**config.mk**
```make
export PLATFORM = sky130hd
export DESIGN_NAME = switch_sequencer_flat
export DESIGN_NICKNAME = d
export VERILOG_FILES = /design/src/rtl/switch_sequencer_if.sv /design/src/rtl/switch_sequencer.sv /design/src/flat_wrapper.sv
export SDC_FILE = /design/constraint.sdc
export NUM_CORES = 1
export LEC_CHECK = 0
export CELL_PAD_IN_SITES_DETAIL_PLACEMENT = 0
export CELL_PAD_IN_SITES_GLOBAL_PLACEMENT = 1
export CORE_MARGIN = 3
export CORE_UTILIZATION = 34
export CTS_CLUSTER_SIZE = 25
export DETAILED_ROUTE_END_ITERATION = 7
export PLACE_DENSITY_LB_ADDON = 0.15
export REMOVE_ABC_BUFFERS = 1
export SYNTH_ARGS = -nofsm -noshare
export SYNTH_HDL_FRONTEND = slang
export SYNTH_SLANG_ARGS = --single-unit
```
**constraint.sdc**
```tcl
create_clock -name clk -period 2.8 [get_ports clk]
set_clock_uncertainty 0.2 [all_clocks]
set_input_delay 0.84 -clock clk [delete_from_list [all_inputs] [get_ports clk]]
set_output_delay 0.84 -clock clk [all_outputs]
set_load 0.02 [all_outputs]
```
**src/rtl/switch_sequencer_if.sv**
```systemverilog
// Switch-bank side of the sequencer: one-hot switch drive, channel index,
// and the sample request/acknowledge handshake with the receiver/ADC path.
interface switch_sequencer_if #(
    parameter int NCH = 4
);
    localparam int IDX_W = $clog2(NCH);

    logic [NCH-1:0]   sw_sel;
    logic [IDX_W-1:0] chan_idx;
    logic             sample_req;
    logic             sample_ack;

    modport master (
        output sw_sel,
        output chan_idx,
        output sample_req,
        input  sample_ack
    );

    modport slave (
        input  sw_sel,
        input  chan_idx,
        input  sample_req,
        output sample_ack
    );
endinterface

```
**src/rtl/switch_sequencer.sv**
```systemverilog
// Round-robin scheduler for the photonic switch bank. Each enabled channel is
// switched on, allowed to settle, sampled through a req/ack handshake, then
// held for a dwell time. A blank SELECT cycle between channels guarantees
// break-before-make. All outputs are registered from the next-state decode.
module switch_sequencer #(
    parameter int NCH     = 4,
    parameter int PRESC_W = 8,
    parameter int TIME_W  = 8
) (
    input  logic               clk,
    input  logic               reset,
    input  logic               start,
    input  logic               stop,
    input  logic               continuous,
    input  logic [PRESC_W-1:0] prescale,
    input  logic [TIME_W-1:0]  settle,
    input  logic [TIME_W-1:0]  dwell,
    input  logic [NCH-1:0]     chan_mask,
    switch_sequencer_if.master bus,
    output logic               busy,
    output logic               done
);
    localparam int IDX_W = $clog2(NCH);

    typedef enum logic [2:0] {
        IDLE   = 3'd0,
        SELECT = 3'd1,
        SETTLE = 3'd2,
        SAMPLE = 3'd3,
        DWELL  = 3'd4
    } state_t;

    state_t state, next_state;

    // Configuration captured at start; mid-sequence input changes are ignored.
    logic [PRESC_W-1:0] presc_l;
    logic [TIME_W-1:0]  settle_l;
    logic [TIME_W-1:0]  dwell_l;
    logic [NCH-1:0]     mask_l;
    logic               cont_l;

    logic [PRESC_W-1:0] presc_cnt;
    logic [TIME_W-1:0]  tick_cnt;
    logic [IDX_W-1:0]   ptr_q, ptr_d;

    logic [NCH-1:0]     sw_sel_q, sw_sel_d;
    logic [IDX_W-1:0]   chan_idx_q, chan_idx_d;
    logic               req_q, req_d;
    logic               busy_q, busy_d;
    logic               done_q, done_d;

    logic               launch;
    logic               tick;
    logic               settle_end;
    logic               dwell_end;
    logic [IDX_W-1:0]   pick;
    logic               higher;

    assign launch     = start && !stop;
    assign tick       = (presc_cnt == presc_l);
    assign settle_end = (settle_l == '0) || (tick && (tick_cnt == settle_l - TIME_W'(1)));
    assign dwell_end  = (dwell_l == '0) || (tick && (tick_cnt == dwell_l - TIME_W'(1)));

    // Channel search: lowest enabled index at or above the pointer, and
    // whether any enabled channel lies above the current one.
    always_comb begin
        pick   = '0;
        higher = 1'b0;
        for (int i = NCH - 1; i >= 0; i--) begin
            if (mask_l[i] && (IDX_W'(i) >= ptr_q)) pick = IDX_W'(i);
            if (mask_l[i] && (IDX_W'(i) > chan_idx_q)) higher = 1'b1;
        end
    end

    // State register.
    always_ff @(posedge clk or negedge reset) begin
        if (!reset) state <= IDLE;
        else        state <= next_state;
    end

    // Next-state decode; stop overrides every non-idle transition.
    always_comb begin
        next_state = state;
        ptr_d      = ptr_q;
        case (state)
            IDLE: begin
                if (launch && (chan_mask != '0)) begin
                    next_state = SELECT;
                    ptr_d      = '0;
                end
            end
            SELECT: next_state = SETTLE;
            SETTLE: if (settle_end) next_state = SAMPLE;
            SAMPLE: if (bus.sample_ack) next_state = DWELL;
            DWELL: begin
                if (dwell_end) begin
                    if (higher) begin
                        next_state = SELECT;
                        ptr_d      = chan_idx_q + IDX_W'(1);
                    end else if (cont_l) begin
                        next_state = SELECT;
                        ptr_d      = '0;
                    end else begin
                        next_state = IDLE;
                    end
                end
            end
            default: next_state = IDLE;
        endcase
        if ((state != IDLE) && stop) next_state = IDLE;
    end

    // Output decode from the upcoming state so registered outputs align with it.
    always_comb begin
        chan_idx_d = chan_idx_q;
        sw_sel_d   = '0;
        req_d      = 1'b0;
        busy_d     = (next_state != IDLE);
        done_d     = 1'b0;
        if ((state == SELECT) && !stop) chan_idx_d = pick;
        if ((next_state == SETTLE) || (next_state == SAMPLE) || (next_state == DWELL))
            sw_sel_d = NCH'(1) << chan_idx_d;
        if (next_state == SAMPLE) req_d = 1'b1;
        if ((state == IDLE) && launch && (chan_mask == '0)) done_d = 1'b1;
        if ((state == DWELL) && dwell_end && !higher && !cont_l && !stop) done_d = 1'b1;
    end

    // Output, pointer and timing-counter registers; counters restart on each state change.
    always_ff @(posedge clk or negedge reset) begin
        if (!reset) begin
            sw_sel_q   <= '0;
            chan_idx_q <= '0;
            req_q      <= 1'b0;
            busy_q     <= 1'b0;
            done_q     <= 1'b0;
            ptr_q      <= '0;
            presc_cnt  <= '0;
            tick_cnt   <= '0;
        end else begin
            sw_sel_q   <= sw_sel_d;
            chan_idx_q <= chan_idx_d;
            req_q      <= req_d;
            busy_q     <= busy_d;
            done_q     <= done_d;
            ptr_q      <= ptr_d;
            if (state != next_state) begin
                presc_cnt <= '0;
                tick_cnt  <= '0;
            end else if ((state == SETTLE) || (state == DWELL)) begin
                if (tick) begin
                    presc_cnt <= '0;
                    tick_cnt  <= tick_cnt + TIME_W'(1);
                end else begin
                    presc_cnt <= presc_cnt + PRESC_W'(1);
                end
            end
        end
    end

    // Configuration latch, loaded only when a sequence is launched from idle.
    always_ff @(posedge clk) begin
        if ((state == IDLE) && launch) begin
            presc_l  <= prescale;
            settle_l <= settle;
            dwell_l  <= dwell;
            mask_l   <= chan_mask;
            cont_l   <= continuous;
        end
    end

    assign bus.sw_sel     = sw_sel_q;
    assign bus.chan_idx   = chan_idx_q;
    assign bus.sample_req = req_q;
    assign busy           = busy_q;
    assign done           = done_q;
endmodule

```
**src/flat_wrapper.sv**
```systemverilog
// flat-port wrapper written by rule: the top's interface ports become plain ports
module switch_sequencer_flat 
#(
    parameter int NCH     = 4,
    parameter int PRESC_W = 8,
    parameter int TIME_W  = 8
)
  (clk, reset, start, stop, continuous, prescale, settle, dwell, chan_mask, busy, done, bus_sw_sel, bus_chan_idx, bus_sample_req, bus_sample_ack);
  switch_sequencer_if #(.NCH(NCH)) bus_i ();
  input  logic clk;
  input  logic reset;
  input  logic start;
  input  logic stop;
  input  logic continuous;
  input  logic [PRESC_W-1:0] prescale;
  input  logic [TIME_W-1:0] settle;
  input  logic [TIME_W-1:0] dwell;
  input  logic [NCH-1:0] chan_mask;
  output logic busy;
  output logic done;
  output wire logic [$bits(bus_i.sw_sel)-1:0] bus_sw_sel;
  output wire logic [$bits(bus_i.chan_idx)-1:0] bus_chan_idx;
  output wire logic [$bits(bus_i.sample_req)-1:0] bus_sample_req;
  input wire logic [$bits(bus_i.sample_ack)-1:0] bus_sample_ack;
  assign bus_sw_sel = bus_i.sw_sel;
  assign bus_chan_idx = bus_i.chan_idx;
  assign bus_sample_req = bus_i.sample_req;
  assign bus_i.sample_ack = bus_sample_ack;
  switch_sequencer #(.NCH(NCH), .PRESC_W(PRESC_W), .TIME_W(TIME_W)) u_core (.clk(clk), .reset(reset), .start(start), .stop(stop), .continuous(continuous), .prescale(prescale), .settle(settle), .dwell(dwell), .chan_mask(chan_mask), .bus(bus_i), .busy(busy), .done(done));
endmodule
```
* Word-level counts from Yosys, hierarchy flattened
Index checks and enable logic that the tools add are counted.
** Storage, ports and cells
- Word-level logic and storage cells :: 114
- Output and inout port bits :: 9
- Input port bits :: 34
- Register bits :: 59
** Cells by class
- Multiplexer cells :: 32
- Add/sub/neg operators :: 5
- Eq/ne operators :: 14
- Shift-type cells :: 1
- Order comparisons :: 8
- Reductions and logical operators :: 40
** Operator list (count)
- 2-to-1 mux 8 bit :: 6
- == test 8 bit :: 3
- logical AND 1 bit :: 20
- 2-to-1 mux 2 bit :: 9
- 2-to-1 mux 3 bit :: 6
- adder 8 x 1 -> 8 bit, second input constant :: 2
- zero test 8 bit :: 2
- subtractor 8 x 1 -> 8 bit, second input constant :: 2
- one-hot mux 3 bit (5 select lines) :: 1
- == test 3 x 2 -> 1 bit, second input constant :: 4
- 2-to-1 mux 1 bit :: 8
- == test 3 bit, second input constant :: 2
- nonzero test 2 bit :: 3
- nonzero test 3 bit :: 2
- logical OR 1 bit :: 5
- greater-or-equal comparator 1 x 2 -> 1 bit, first input constant :: 2
- greater-or-equal comparator 2 bit, first input constant :: 2
- greater-than comparator 1 x 2 -> 1 bit, first input constant :: 2
- greater-than comparator 2 bit, first input constant :: 2
- zero test 4 bit :: 1
- 2-to-1 mux 4 bit :: 1
- inequality test 2 x 1 -> 1 bit, second input constant :: 2
- one-hot mux 2 bit (2 select lines) :: 1
- AND reduction 4 bit :: 1
- 9 further kinds :: 11

* Logic depth before layout (Yosys ltp)
- Depth after elaboration :: 14
- Mapped depth :: 10
- Gate-level depth less buffers :: 9

* Worst setup path before layout
OpenSTA, ideal clock, no wires.
- Path kind :: input -> register
- Start :: in stop
- End :: reg u_core.presc_cnt[0]
- Setup slack :: -0.434 ns
- Required time :: 2.513 ns
- Arrival time :: 2.947 ns
- Library setup time :: 0.087 ns
- Cell stages on the path :: 7
- Cells stage by stage :: nor2_1 -> and3_1 -> nand2b_1 -> o211ai_1 -> o211ai_4 -> buf_6 -> a211oi_2
** Between the ends
- Word-level cells in the longest chain between the ends :: 8
- Elaborated cells between the ends (all ways) :: 10
- Those cells by class :: eq/ne (1); mux (4); reduce/logical (5)
** RTL lines
- from (decl) :: line flat_wrapper.sv:13 : input logic stop;
- zero test 1 bit :: line switch_sequencer.sv:59 : assign launch = start && !stop;
- logical AND 1 bit :: line switch_sequencer.sv:59
- logical AND 1 bit :: line switch_sequencer.sv:87 : if (launch && (chan_mask != '0)) begin
- 2-to-1 mux 3 bit :: line switch_sequencer.sv:87
- one-hot mux 3 bit (5 select lines) :: line switch_sequencer.sv:85 : case (state)
- 2-to-1 mux 3 bit * :: line switch_sequencer.sv:110 : if ((state != IDLE) && stop) next_state = IDLE;
- inequality test 3 bit * :: line switch_sequencer.sv:146 : if (state != next_state) begin
- 2-to-1 mux 8 bit / nonzero test 2 bit (equally long branches)
- to (signal assigned) :: line switch_sequencer.sv:154 : presc_cnt <= presc_cnt + PRESC_W'(1);
- to (decl) :: line switch_sequencer.sv:42 : logic [PRESC_W-1:0] presc_cnt;
Every way passes the cells marked *; elsewhere a longest branch is shown, timed or not.
A chain may end at the register's enable or synchronous reset.

* Worst setup path after layout
- Start :: reg u_core.dwell_l[3]
- End :: reg u_core.tick_cnt[3]
** Between the ends
- Word-level cells in the longest chain between the ends :: 10
- Elaborated cells between the ends (all ways) :: 13
- Those cells by class :: add/sub (1); eq/ne (2); mux (4); reduce/logical (6)
** RTL lines
- from (decl) :: line switch_sequencer.sv:38 : logic [TIME_W-1:0] dwell_l;
- from (signal assigned) :: line switch_sequencer.sv:165 : dwell_l <= dwell;
- subtractor 8 x 1 -> 8 bit :: line switch_sequencer.sv:62 : assign dwell_end = (dwell_l == '0) || (tick && (tick_cnt == dwell_l - TIME_W'(1)));
- == test 8 bit :: line switch_sequencer.sv:62
- logical AND 1 bit :: line switch_sequencer.sv:62
- logical OR 1 bit * :: line switch_sequencer.sv:62
- 2-to-1 mux 3 bit * :: line switch_sequencer.sv:96 : if (dwell_end) begin
- one-hot mux 3 bit (5 select lines) * :: line switch_sequencer.sv:85
- 2-to-1 mux 3 bit * :: line switch_sequencer.sv:110
- inequality test 3 bit * :: line switch_sequencer.sv:146
- nonzero test 2 bit (no line)
- AND reduction 2 bit (no line)
- to (signal assigned) :: line switch_sequencer.sv:152 : tick_cnt <= tick_cnt + TIME_W'(1);
- to (decl) :: line switch_sequencer.sv:43 : logic [TIME_W-1:0] tick_cnt;
Marks and branches as above.

==> flow_summary_export.csv <==
group,metric,value,unit
logic_synthesis,synth-compound-area-share,17.35,%
floorplan,row_count,35,
worst_setup_path,r2r-start,"u_core.dwell_l[3]",
clock_network,clock_latency,0.34,ns
logic_synthesis,synth_cell_types,58,
timing,max-slew-margin-rel,67.51,%
logic_synthesis,netlist_area,0.003382,mm^2
logic_synthesis,syn_inst,309,
global_routing,globalRoute.busiestLayer,"met2",
logic_synthesis,syn_area_per_cell,10.94,um^2
finish,drive_gt1_share,24.44,%
logic_synthesis,yosys.area_share.simple,20.13,%
route,post-route-drc-count,0,
timing,tns,-2.394,ns
worst_setup_path,critPathMaxFanout,8,
logic_synthesis,synth_xor_area_share,8.028,%
route,drt_wl_total,8.034,mm
power,ir_worst_vdd,0.2069,mV
logic_synthesis,synth_ff_type,"dfrtp_1",
run_status,run_status,"complete, but fails checks",
timing,finalHoldViolCount,0,
global_routing,grt_pass1_wl,13.41,mm
timing,timing.final.max_slew_violations,0,
route,routedWlPerCell,15.04,um
route,drtIter0Drc,73,
worst_setup_path,worstSetupStartpointType,"flop",
clock_network,clock-sinks,59,
finish,area_delta_synth_final,35.85,%
clock_network,numCtsBuffers,9,
logic_synthesis,synthMuxAreaShare,0.5919,%
global_routing,antenna_found_initial,0,
route,drtPass1Iterations,4,
logic_synthesis,synth_warnings,0,
worst_setup_path,ff2ff_setup_slack,-0.19,ns
route,drt-vias-per-instance,5.067,
timing,setup_viol,19,
global_routing,met3_usage,3.491,%
global_routing,grt_use_total,15.08,%
global_routing,grt_overflow,0,
global_routing,use_met2,23.95,%
placed_design,gp_congestion,0.7544,
timing,holdWs,0.3531,ns
worst_setup_path,crit_type,"flop to flop",
min_path,hold_path_class,"flop to flop",
global_routing,grtUsageMet1,20.66,%
floorplan,design.die.area,0.01118,mm^2
worst_setup_path,crit_path_end_kind,"flop",
placed_design,place_ws,-0.2261,ns
power,power.density,484.6,mW/mm^2
worst_setup_path,crit_start,"u_core.dwell_l[3]",
flow_run,maxCapViolCount,0,
logic_synthesis,yosysTopAreaCellShare,25.75,%
clock_network,root_buffer,"clkbuf_8",
timing,rsz0062_at_grt,"true",
floorplan,die_h,105.7,um
floorplan,core,0.009459,mm^2
logic_synthesis,ys_ff_latch,59,
worst_setup_path,arrival,3.05,ns
clock_network,cts_tree,"done",
clock_network,cts_hold_buf,0,
finish,diodes,0,
route,vias,2706,
floorplan,pin_count,43,
logic_synthesis,synth-adder-area-share,3.330,%
clock_network,path_clk_slew,0.07,ns
clock_network,htree_levels,3,
global_routing,grt_max_degree,31,
placed_design,placed_cell_area,0.004292,mm^2
finish,final_util,48.57,%
global_routing,grt_pass1_vias,2690,
logic_synthesis,synthTopCellsByArea,"edfxtp_1 26%, dfrtp_1 22%, xor2_1 4.4%",
floorplan,initial_core_util,35.75,%
power,p_leak,1.782,nW
placed_design,portBuffers,42,
logic_synthesis,yosysSeqAreaShare,47.95,%
logic_synthesis,ys_async_sr_fraction,50.85,%
timing,period_minus_slack,2.994,ns
placed_design,dp_hpwl,5.799,mm
logic_synthesis,synth_top_family_by_area,"simple AND/OR/NAND/NOR gates",
timing,fin_ws,-0.1935,ns
timing,max_freq,0.3341,GHz
floorplan,die_width,105.7,um
clock_network,clk_path_buf_depth,2,
logic_synthesis,synth_edf_count,29,
logic_synthesis,synth_area_leader_cell,"edfxtp_1",
timing,finalCritPeriodShare,106.9,%
run_status,violations,"setup timing",
finish,stdcell_area,0.004594,mm^2
route,ant_nets,0,
worst_setup_path,crit_required,2.85,ns
min_path,hp-start,"u_core.ptr_q[0]",
timing,tightest_slew,0.4823,ns
finish,final_nets,443,
[metal layers]
metal,up-vias,routed length [um]
met2,44,3708
met3,7,286
met5,-,0
met4,0,92
li1,1343,-
met1,1312,3945
[Yosys cell counts (all sizes together) (2+ instances only)]
library cell  number
dfrtp             30
edfxtp            29
nor2              20
xor2              17
a211oi            16
o21ai             16
xnor2             14
nand2             12
nor2b             12
a21oi             11
ha                 9
inv                9
and3               7
nand2b             7
nor3               7
nor4b              7
a31oi              6
clkbuf             6
nor4               6
nand3              5
nand4              5
or2                5
or3                5
buf                4
nor3b              4
and3b              3
nand3b             3
o211ai             3
o31ai              3
or4b               3
a21boi             2
a32o               2
and2               2
mux2i              2
o21a               2
o22ai              2
[report_power, final]
part           switching, W  internal (W)
clock network      0.000354      0.000457
logic              0.000213      0.000203
registers         0.0000363      0.000963
total              0.000603       0.00162
[registers in the layout, indices dropped and copies added (netlist names), 2 cells and up]
| signal | flops |
|---|---|
| u_core.tick_cnt | 8 |
| u_core.bus.chan_idx | 2 |
| u_core.mask_l | 4 |
| u_core.settle_l | 8 |
| u_core.bus.sw_sel | 4 |
| u_core.presc_cnt | 8 |
| u_core.ptr_q | 2 |
| u_core.presc_l | 8 |
| u_core.state | 3 |
| u_core.dwell_l | 8 |
[metrics by stage]
step / cells / total power [W]
6_report: 534 / 0.002227
5_1_grt: 534 / 0.002335
4_1_cts: 533 / 0.002247
3_5_place_dp: 516 / 0.001424
3_3_place_gp: 516 / 0.001420
2_1_floorplan: 299 / 0.001212
[critical path, stage by stage, from the launching register on]
cell and delay [ns]:
edfxtp_1 0.38, or3_4 0.40, or4b_1 0.48, o21a_1 0.23, a2111o_1 0.45, a21boi_2 0.22, o211ai_4 0.13, clkbuf_16 0.20
a211oi_2 0.21
[logic make-up (layout without fill, tap and decap cells)]
| kind of cell | after synthesis | count (layout) |
|---|---|---|
| muxes | 2 | 2 |
| xor gates and xnor gates | 31 | 31 |
| and+or+nand+nor | 115 | 115 |
| adders and majority gates | 9 | 9 |
| DFF | 59 | 59 |
| AOI/OAI and AO/OA | 74 | 74 |
| buffers and inverters | 19 | 115 |
[layout by cell type (no fill, tap or decap), types with 2 or more instances in the layout]
master	n
or4b_2	2
a21oi_1	10
or3_1	4
a32o_1	2
nor2_1	19
and2_1	2
o21a_1	2
nand2_1	12
nand4_1	5
a211oi_2	16
a31oi_1	5
o22ai_1	2
xnor2_1	14
o211ai_1	2
clkbuf_8	11
ha_1	9
o21ai_0	14
nand2b_1	7
mux2i_1	2
or2_2	5
buf_12	3
xor2_1	17
inv_1	9
nor4_1	5
and3b_1	2
clkinvlp_4	2
nor3_1	7
buf_4	44
nor3b_1	3
nand3b_1	3
nor2b_1	12
nand3_1	5
dfrtp_1	30
clkdlybuf4s50_1	42
and3_1	7
o31ai_1	3
nor4b_1	6
edfxtp_1	29
[final cells by class]
| type | count | area (um^2) |
|---|---|---|
| Multi-Input combinational cell | 231 | 1738 |
| Inverter | 9 | 33.78 |
| Tap cell | 129 | 161.4 |
| Clock buffer | 12 | 155.1 |
| Sequential cell | 59 | 1622 |
| Fill cell | 897 | 4865 |
| Clock inverter | 4 | 48.80 |
| Timing Repair Buffer | 90 | 835.8 |
[path summary, 6_finish.rpt]
path                                         end  cells after the start
min reg2reg                      u_core.ptr_q[0]                      1
min                              u_core.ptr_q[0]                      1
min in group asynchronous  u_core.bus.sample_req                      2
max in group asynchronous     u_core.tick_cnt[0]                      2
max reg2reg                   u_core.tick_cnt[3]                      8
max                           u_core.tick_cnt[3]                      8
[timing repair]
item | in CTS | in global routing
setup endpoints to repair | 22 | 26
resized for setup | 5 | 10
pin swaps | 2 | 21
cloned | 0 | 1
setup buffers | 1 | 2
No activity file was read; power rests on OpenSTA's default activity.
